**src/rtl/fetch_pkg.sv**
```systemverilog
// Shared types and constants for the fetch-to-decode instruction queue.
package fetch_pkg;

  localparam int FQ_XLEN = 32;
  localparam logic [FQ_XLEN-1:0] INST_BUBBLE = 32'd0;
  localparam int INST_BYTES = 4;

  typedef struct packed {
    logic [FQ_XLEN-1:0] pc;
    logic [FQ_XLEN-1:0] inst;
  } fq_entry_t;

endpackage

```
**src/rtl/fetch_queue.sv**
```systemverilog
// Program-ordered instruction buffer between fetch and decode: drops bubble
// words, presents the two oldest entries fall-through, flushes on redirect.
module fetch_queue
  import fetch_pkg::*;
#(
  parameter int DEPTH = 8,
  parameter int XLEN  = FQ_XLEN
) (
  input  logic            clk,
  input  logic            reset,
  input  logic            flush,
  input  logic            fetch_valid,
  input  logic [XLEN-1:0] fetch_pc,
  input  logic [XLEN-1:0] inst1,
  input  logic [XLEN-1:0] inst2,
  output logic            fetch_ready,
  input  logic            dec_ready,
  output logic            out_valid1,
  output logic [XLEN-1:0] out_inst1,
  output logic [XLEN-1:0] out_pc1,
  output logic            out_valid2,
  output logic [XLEN-1:0] out_inst2,
  output logic [XLEN-1:0] out_pc2,
  output logic            empty
);

  localparam int PW = $clog2(DEPTH);
  localparam int CW = PW + 1;

  fq_entry_t         storage_r [DEPTH];
  logic [PW-1:0]     head_r;
  logic [PW-1:0]     tail_r;
  logic [CW-1:0]     count_r;

  logic              v1_s;
  logic              v2_s;
  logic              enq_fire_s;
  logic [1:0]        enq_n_s;
  logic [1:0]        deq_n_s;
  logic [XLEN-1:0]   pc2_s;
  fq_entry_t         wr0_s;
  fq_entry_t         wr1_s;
  logic [PW-1:0]     head_p1_s;
  logic [PW-1:0]     tail_p1_s;

  assign fetch_ready = (count_r <= CW'(DEPTH - 2));
  assign head_p1_s   = head_r + PW'(1);
  assign tail_p1_s   = tail_r + PW'(1);

  // Compact the fetch pair (bubble removal) and size this cycle's enqueue/dequeue
  always_comb begin
    v1_s       = (inst1 != INST_BUBBLE);
    v2_s       = (inst2 != INST_BUBBLE);
    pc2_s      = fetch_pc + XLEN'(INST_BYTES);
    enq_fire_s = fetch_valid && fetch_ready && !flush;
    wr1_s      = '{pc: pc2_s, inst: inst2};
    if (v1_s) begin
      wr0_s = '{pc: fetch_pc, inst: inst1};
    end else begin
      wr0_s = wr1_s;
    end
    if (enq_fire_s) begin
      enq_n_s = {1'b0, v1_s} + {1'b0, v2_s};
    end else begin
      enq_n_s = 2'd0;
    end
    if (dec_ready && !flush) begin
      deq_n_s = (count_r >= CW'(2)) ? 2'd2 : count_r[1:0];
    end else begin
      deq_n_s = 2'd0;
    end
  end

  // Pointer and occupancy state; reset beats flush, flush beats enq/deq
  always_ff @(posedge clk) begin
    if (reset) begin
      head_r  <= '0;
      tail_r  <= '0;
      count_r <= '0;
    end else if (flush) begin
      head_r  <= '0;
      tail_r  <= '0;
      count_r <= '0;
    end else begin
      head_r  <= head_r + PW'(deq_n_s);
      tail_r  <= tail_r + PW'(enq_n_s);
      count_r <= count_r + CW'(enq_n_s) - CW'(deq_n_s);
    end
  end

  // Entry array write port; contents are intentionally left uncleared by reset
  always_ff @(posedge clk) begin
    if (!reset && enq_n_s != 2'd0) begin
      storage_r[tail_r] <= wr0_s;
      if (enq_n_s == 2'd2) begin
        storage_r[tail_p1_s] <= wr1_s;
      end
    end
  end

  assign out_valid1 = (count_r >= CW'(1));
  assign out_valid2 = (count_r >= CW'(2));
  assign out_inst1  = storage_r[head_r].inst;
  assign out_pc1    = storage_r[head_r].pc;
  assign out_inst2  = storage_r[head_p1_s].inst;
  assign out_pc2    = storage_r[head_p1_s].pc;
  assign empty      = (count_r == '0);

endmodule
```
**config.mk**
```make
export PLATFORM = sky130hd
export DESIGN_NAME = fetch_queue
export DESIGN_NICKNAME = d
export VERILOG_FILES = /design/src/rtl/fetch_pkg.sv /design/src/rtl/fetch_queue.sv
export SDC_FILE = /design/constraint.sdc
export NUM_CORES = 1
export LEC_CHECK = 0
export ABC_CLOCK_PERIOD_IN_PS = 8300
export CORE_MARGIN = 1
export CORE_UTILIZATION = 54
export DETAILED_ROUTE_END_ITERATION = 7
export GPL_ROUTABILITY_DRIVEN = 0
export PLACE_DENSITY_LB_ADDON = 0.1
export SLEW_MARGIN = 20
export SYNTH_ARGS = -nofsm -noshare
export SYNTH_HDL_FRONTEND = slang
export SYNTH_SLANG_ARGS = --single-unit
```
**constraint.sdc**
```tcl
create_clock -name clk -period 8.3 [get_ports clk]
set_input_delay 1.66 -clock clk [delete_from_list [all_inputs] [get_ports clk]]
set_output_delay 1.66 -clock clk [all_outputs]
set_load 0.005 [all_outputs]
```
==> run_results.csv, run 1 <==
group,metric,value,unit
place,post-dp-hpwl,54560,µm
job,max_cap_viol_count,0,
place,place.port_buffers,232,
timing,drv_slew,0,
timing,rsz0062_at_grt,"false",
timing,hold_viol_final,0,
worst_setup_path,worstPathMaxFanout,58,
yosys,yosys-top-cells-count,"edfxtp_1 (512), a22o_1 (256), mux4_2 (256)",
die,fp.dieW,239.9,µm
die,die_h,239.9,µm
yosys,syn_nets,2206,
timing,finalSetupViolCount,0,
yosys,synth_top_family_by_area,"multiplexers",
clock_tree,root_buffer,"clkbuf_16",
worst_setup_path,crit_path_start_kind,"register",
yosys,synth_area,30560,µm²
drt,vias,20240,
worst_setup_path,r2r_slack,5.01,ns
clock_tree,ctsResizeCount,0,
yosys,synth-simple-area-share,6.080,%
global_routing,antenna_found_initial,2,
clock_tree,cts_sinks,522,
timing,skew,0.03028,ns
timing,holdWs,0.6570,ns
yosys,synth_compound_area_share,8.213,%
yosys,async_reset_ff_share,0,%
drt,dr.first_iter.drc_count,2137,
global_routing,grt.overflow.total,0,
timing,tightest_slew,1.134,ns
die,ioPinCount,233,
power_and_ir_drop,p_leak,10.99,nW
timing,slew_headroom,24.14,%
status,status,"finished clean",
drt,first_pass_iters,5,
worst_setup_path,critPathKind,"register to output port",
layout,drive_above_1_share,25.33,%
timing,setup_tns,0,ns
yosys,synth_seq_cells,522,
timing,finalCritPeriodShare,76.07,%
clock_tree,cts_tree,"yes",
yosys,synth_xor_area_share,6.649,%
worst_setup_path,cp.arrival,4.65,ns
yosys,synth_edf_count,512,
power_and_ir_drop,vdd_ir_drop_max,0.0001580,V
global_routing,grt_pass1_wl,132300,µm
yosys,yosys_warnings,0,
clock_tree,clk_latency,0.64,ns
yosys,syn-mean-instance-area,14.63,µm²
global_routing,grt_util_all_layers,31.70,%
layout,final_util,63.73,%
die,die-area,57550,µm²
worst_setup_path,crit_path_end_kind,"output port",
global_routing,grt_pass1_vias,20540,
timing,max_freq,158.4,MHz
timing,finalCriticalPeriod,6.314,ns
place,placed_cell_area,33420,µm²
clock_tree,clkSlewWorstSetupHoldPaths,0.06,ns
yosys,yosysTopAreaCell,"edfxtp_1",
min_path,holdCritPathClass,"register to register",
yosys,ys_types,44,
clock_tree,ctsHoldBuffers,0,
clock_tree,h-tree-depth,2,
die,coreArea,55520,µm²
layout,final_nets,2299,
die,fp-row-count,86,
yosys,synth.most_common_cell,"edfxtp_1",
power_and_ir_drop,power_per_cell_area,178.2,nW/µm²
drt,drc,0,
drt,routed_wl,90550,µm
drt,routedWlPerCell,30.42,µm
yosys,ys_seq_area_share,50.96,%
yosys,synth_cells,2089,
layout,fin_area,35380,µm²
yosys,synth_ff_type,"edfxtp_1",
clock_tree,clk_path_buf_depth,3,
yosys,synth_fa_ha_area_share,0.7533,%
layout,synthToLayoutAreaGrowth,15.78,%
yosys,muxShareOfSynthArea,23.58,%
clock_tree,cts_buffers,56,
global_routing,grt_max_degree,65,
clock_tree,cts_setup_buffers,0,
worst_setup_path,required,6.64,ns
die,initial_core_util,55.04,%
yosys,yosysTopAreaCellShare,50.31,%
drt,routed_via_density,6.800,
yosys,ys_top_cells_by_area,"edfxtp_1 (50%), mux4_2 (19%), a22o_1 (7.3%)",
drt,drt.antenna.violating_nets,0,
[layer usage]
layer | global-route usage, % | vias up | routed length, µm
met5 | 0 | - | 0
li1 | - | 8384 | -
met2 | 52.49 | 1219 | 44490
met4 | 11.48 | 0 | 3022
met3 | 5.293 | 193 | 8396
met1 | 42.40 | 10450 | 34640
[flip-flops by register name, indices dropped and copies added (netlist names)]
name / cells
count_r: 4
storage_r: 512
tail_r: 3
head_r: 3
[kinds of logic (layout without fill, tap and decap cells)]
| group | after synthesis | in the layout |
|---|---|---|
| buffers and inverters | 268 | 406 |
| xor gates and xnor gates | 232 | 232 |
| adders and majority gates | 16 | 16 |
| other | 0 | 2 |
| AOI/OAI and AO/OA | 291 | 291 |
| and+or+nand+nor | 376 | 376 |
| DFF | 522 | 522 |
| muxes | 384 | 384 |
[critical path: stages, from the launching register on]
cell and delay [ns]:
dfxtp_4 0.99, buf_4 0.68, buf_4 0.83, mux4_2 0.60, mux2_2 0.34, clkdlybuf4s50_1 0.53
[path summary, 6_finish.rpt]
path                            depth (start not counted)             startpoint                          to
worst min-delay path                                    2  count_r[0]$_SDFF_PP0_       count_r[0]$_SDFF_PP0_
worst max-delay path                                    5   head_r[0]$_SDFF_PP0_                  out_pc1[5]
worst max register to register                          8  count_r[3]$_SDFF_PP0_  storage_r[7][61]$_DFFE_PP_
worst min register to register                          2  count_r[0]$_SDFF_PP0_       count_r[0]$_SDFF_PP0_
[layout by cell type (no fill, tap or decap), types with 10 or more instances in the layout]
cell type,count
edfxtp_1,512
clkdlybuf4s50_1,232
clkbuf_16,57
nor2_1,108
nor4_1,10
mux2_2,128
bufinv_16,11
mux4_2,256
inv_1,11
clkinv_1,14
nand3_1,14
a22o_1,256
ha_1,11
buf_4,52
xor2_1,89
nand2_1,172
xnor2_1,142
[final cells by class]
class,instances,area (µm²)
diodes,2,5.005
clock inverters,37,456.7
repair buffers,292,2875
multi-input cells,1299,14020
fillers,4101,20140
well taps,748,935.9
flip-flops and latches,522,15590
clock buffers,66,1460
inverters,11,41.29
[per-stage QoR]
step	worst slack (ns)	cells	total power [mW]
final	1.986	2977	6.304
after global routing	1.655	2977	6.465
after CTS	1.874	2973	6.321
after detailed placement	1.785	2870	3.707
after global placement	1.869	2870	3.693
after floorplan	-0.1429	2089	3.428
[report_power, final]
part | switching [mW] | internal [mW] | leakage (nW)
logic | 0.333 | 0.359 | 5.35
clock network | 1.06 | 1.59 | 0.935
registers | 0.0229 | 2.94 | 4.71
(Power assumes the default switching activity.)
==> inputs of run 2 (changes only) <==
--- a/config.mk
+++ b/config.mk
@@ -5,9 +5,9 @@
 export SDC_FILE = /design/constraint.sdc
 export NUM_CORES = 1
 export LEC_CHECK = 0
-export ABC_CLOCK_PERIOD_IN_PS = 8300
+export ABC_CLOCK_PERIOD_IN_PS = 5950
 export CORE_MARGIN = 1
-export CORE_UTILIZATION = 54
+export CORE_UTILIZATION = 60
 export DETAILED_ROUTE_END_ITERATION = 7
 export GPL_ROUTABILITY_DRIVEN = 0
 export PLACE_DENSITY_LB_ADDON = 0.1
==> constraint.sdc (replaced) <==
create_clock -name clk -period 5.95 [get_ports clk]
set_input_delay 1.19 -clock clk [delete_from_list [all_inputs] [get_ports clk]]
set_output_delay 1.19 -clock clk [all_outputs]
set_load 0.005 [all_outputs]
==> run_results.csv, run 2 (synthesis gave the netlist of run 1 again) <==
group,metric,value,unit
status,status,"finished clean",
timing,finalSetupViolCount,0,
worst_setup_path,crit_path_end_kind,"register",
timing,hold_viol_final,0,
layout,final_common_cell,"edfxtp_1",
die,initial_core_util,60.92,%
worst_setup_path,critPathMaxStageDelay,0.87,ns
drt,drt.antenna.violating_nets,0,
timing,rsz0062_at_grt,"false",
global_routing,antenna_found_initial,3,
clock_tree,cts_setup_buffers,0,
timing,finalCritPeriodShare,84.10,%
clock_tree,root_buffer,"clkbuf_16",
power_and_ir_drop,power_frac_clock,39.9,%
die,fp.dieW,227.7,µm
drt,first_pass_iters,5,
drt,routedWlPerCell,30.72,µm
power_and_ir_drop,p_seq_share,48.7,%
layout,top_register,"storage_r",
clock_tree,ctsResizeCount,0,
layout,final_cell_mix,"edfxtp_1 (512), a22o_1 (256), mux4_2 (256), clkdlybuf4s50_1 (232), nand2_1 (172)",
die,die-area,51840,µm²
job,max_cap_viol_count,0,
power_and_ir_drop,intPower,6.571,mW
layout,top_regs,"storage_r (512), count_r (4)",
power_and_ir_drop,switching_share,22.62,%
worst_setup_path,crit_chain,"clkdlybuf4s50_1 -> nor4_1 -> nand4_1 -> or2_2 -> ha_1 -> nor2_1 -> nor3_1 -> nand2_1 -> o21ai_4 -> buf_12",
global_routing,grt.overflow.total,0,
clock_tree,clkSlewWorstSetupHoldPaths,0.06,ns
clock_tree,clk_path_buf_depth,3,
layout,largest_register_ffs,512,
clock_tree,h-tree-depth,2,
place,post-dp-hpwl,53470,µm
drt,drc,0,
clock_tree,cts_buffers,55,
power_and_ir_drop,switchingPower,1.921,mW
timing,setup_tns,0,ns
drt,routed_via_density,7.063,
global_routing,grt_pass1_vias,20940,
timing,drv_slew,0,
worst_setup_path,cp.arrival,5.31,ns
global_routing,grt_pass1_wl,131400,µm
drt,routed_wl,89580,µm
die,coreArea,50170,µm²
timing,tightest_slew,1.058,ns
worst_setup_path,required,6.26,ns
layout,synthToLayoutAreaGrowth,16.13,%
clock_tree,cts_sinks,522,
clock_tree,cts_tree,"yes",
power_and_ir_drop,p_leak,11.04,nW
clock_tree,clk_latency,0.62,ns
worst_setup_path,worstPathMaxFanout,18,
layout,final_util,70.74,%
power_and_ir_drop,p_comb_share,11.4,%
global_routing,grt_max_degree,137,
layout,final_nets,2317,
timing,slew_headroom,29.18,%
drt,dr.first_iter.drc_count,2428,
die,die_h,227.7,µm
power_and_ir_drop,finalPower,8.492,mW
worst_setup_path,crit_path_start_kind,"primary input",
timing,skew,0.01354,ns
die,fp-row-count,82,
timing,finalCriticalPeriod,5.004,ns
layout,drive_above_1_share,25.60,%
clock_tree,ctsHoldBuffers,0,
global_routing,grt_util_all_layers,35.08,%
worst_setup_path,critical_path.slowest_cell,"o21ai_4",
place,place.port_buffers,232,
min_path,holdCritPathClass,"register to register",
timing,max_freq,199.9,MHz
drt,vias,20600,
power_and_ir_drop,vdd_ir_drop_max,0.0002083,V
worst_setup_path,critPathKind,"primary input to register",
die,ioPinCount,233,
power_and_ir_drop,power_per_cell_area,239.3,nW/µm²
==> run 2: cell count changes in the layout (fill, tap and decap cells not counted) <==
cell	change
buf_12	+22
buf_16	-1
bufinv_16	-6
inv_6	-2
buf_8	-1
clkinv_1	-2
clkbuf_1	+7
clkinv_4	-1
buf_4	-1
==> run 2: per-stage QoR <==
step	cells	hold slack, ns	setup slack [ns]	cell area (µm²)
floorplan	2089	0.5780	-0.3013	30570
global placement	2815	0.6458	0.5832	33760
detailed placement	2815	0.6483	0.4948	33760
CTS	2914	0.6823	1.073	35490
global route	2915	0.7320	0.8850	35490
finish	2916	0.6954	0.9463	35490
==> run 2: area by class of cell <==
class | count | area [µm²]
multi-input cells | 1299 | 14020
well taps | 672 | 840.8
flip-flops and latches | 522 | 15590
fillers | 3262 | 14680
diodes | 2 | 5.005
repair buffers | 311 | 3266
clock buffers | 73 | 1486
clock inverters | 26 | 242.7
inverters | 11 | 41.29
==> run 2: final timing paths <==
check	from	end	slack [ns]	depth (start not counted)
worst max-delay path	inst2[25]	storage_r[6][34]$_DFFE_PP_	0.95	10
worst max register to register	count_r[3]$_SDFF_PP0_	storage_r[6][34]$_DFFE_PP_	3.01	8
worst min register to register	count_r[0]$_SDFF_PP0_	count_r[0]$_SDFF_PP0_	0.70	2
worst min-delay path	count_r[0]$_SDFF_PP0_	count_r[0]$_SDFF_PP0_	0.70	2
==> run 2: metal layers <==
| layer | share of wire, % | wire length [µm] | track usage (%) | vias up |
|---|---|---|---|---|
| met3 | 10 | 9156 | 7.276 | 245 |
| met1 | 37 | 32960 | 46.30 | 10620 |
| li1 | - | - | - | 8422 |
| met5 | 0.025 | 22 | 0 | - |
| met4 | 3.9 | 3533 | 14.57 | 4 |
| met2 | 49 | 43910 | 57.07 | 1310 |
==> run 2: power groups by stage <==
stage | Sequential (mW) | Clock, mW | Combinational (mW)
after floorplan | 4.20 | 0 | 0.577
after global placement | 4.21 | 0 | 0.945
after detailed placement | 4.21 | 0 | 0.960
after CTS | 4.13 | 3.39 | 0.968
after global routing | 4.14 | 3.52 | 1.03
final | 4.14 | 3.39 | 0.971
==> run 2: critical path, delay by kind of cell <==
| kind | cells | cell delay [ns] |
|---|---|---|
| buf+inv | 2 | 0.89 |
| compound gates | 1 | 0.87 |
| simple gates | 6 | 1.98 |
| fa+ha+maj | 1 | 0.35 |
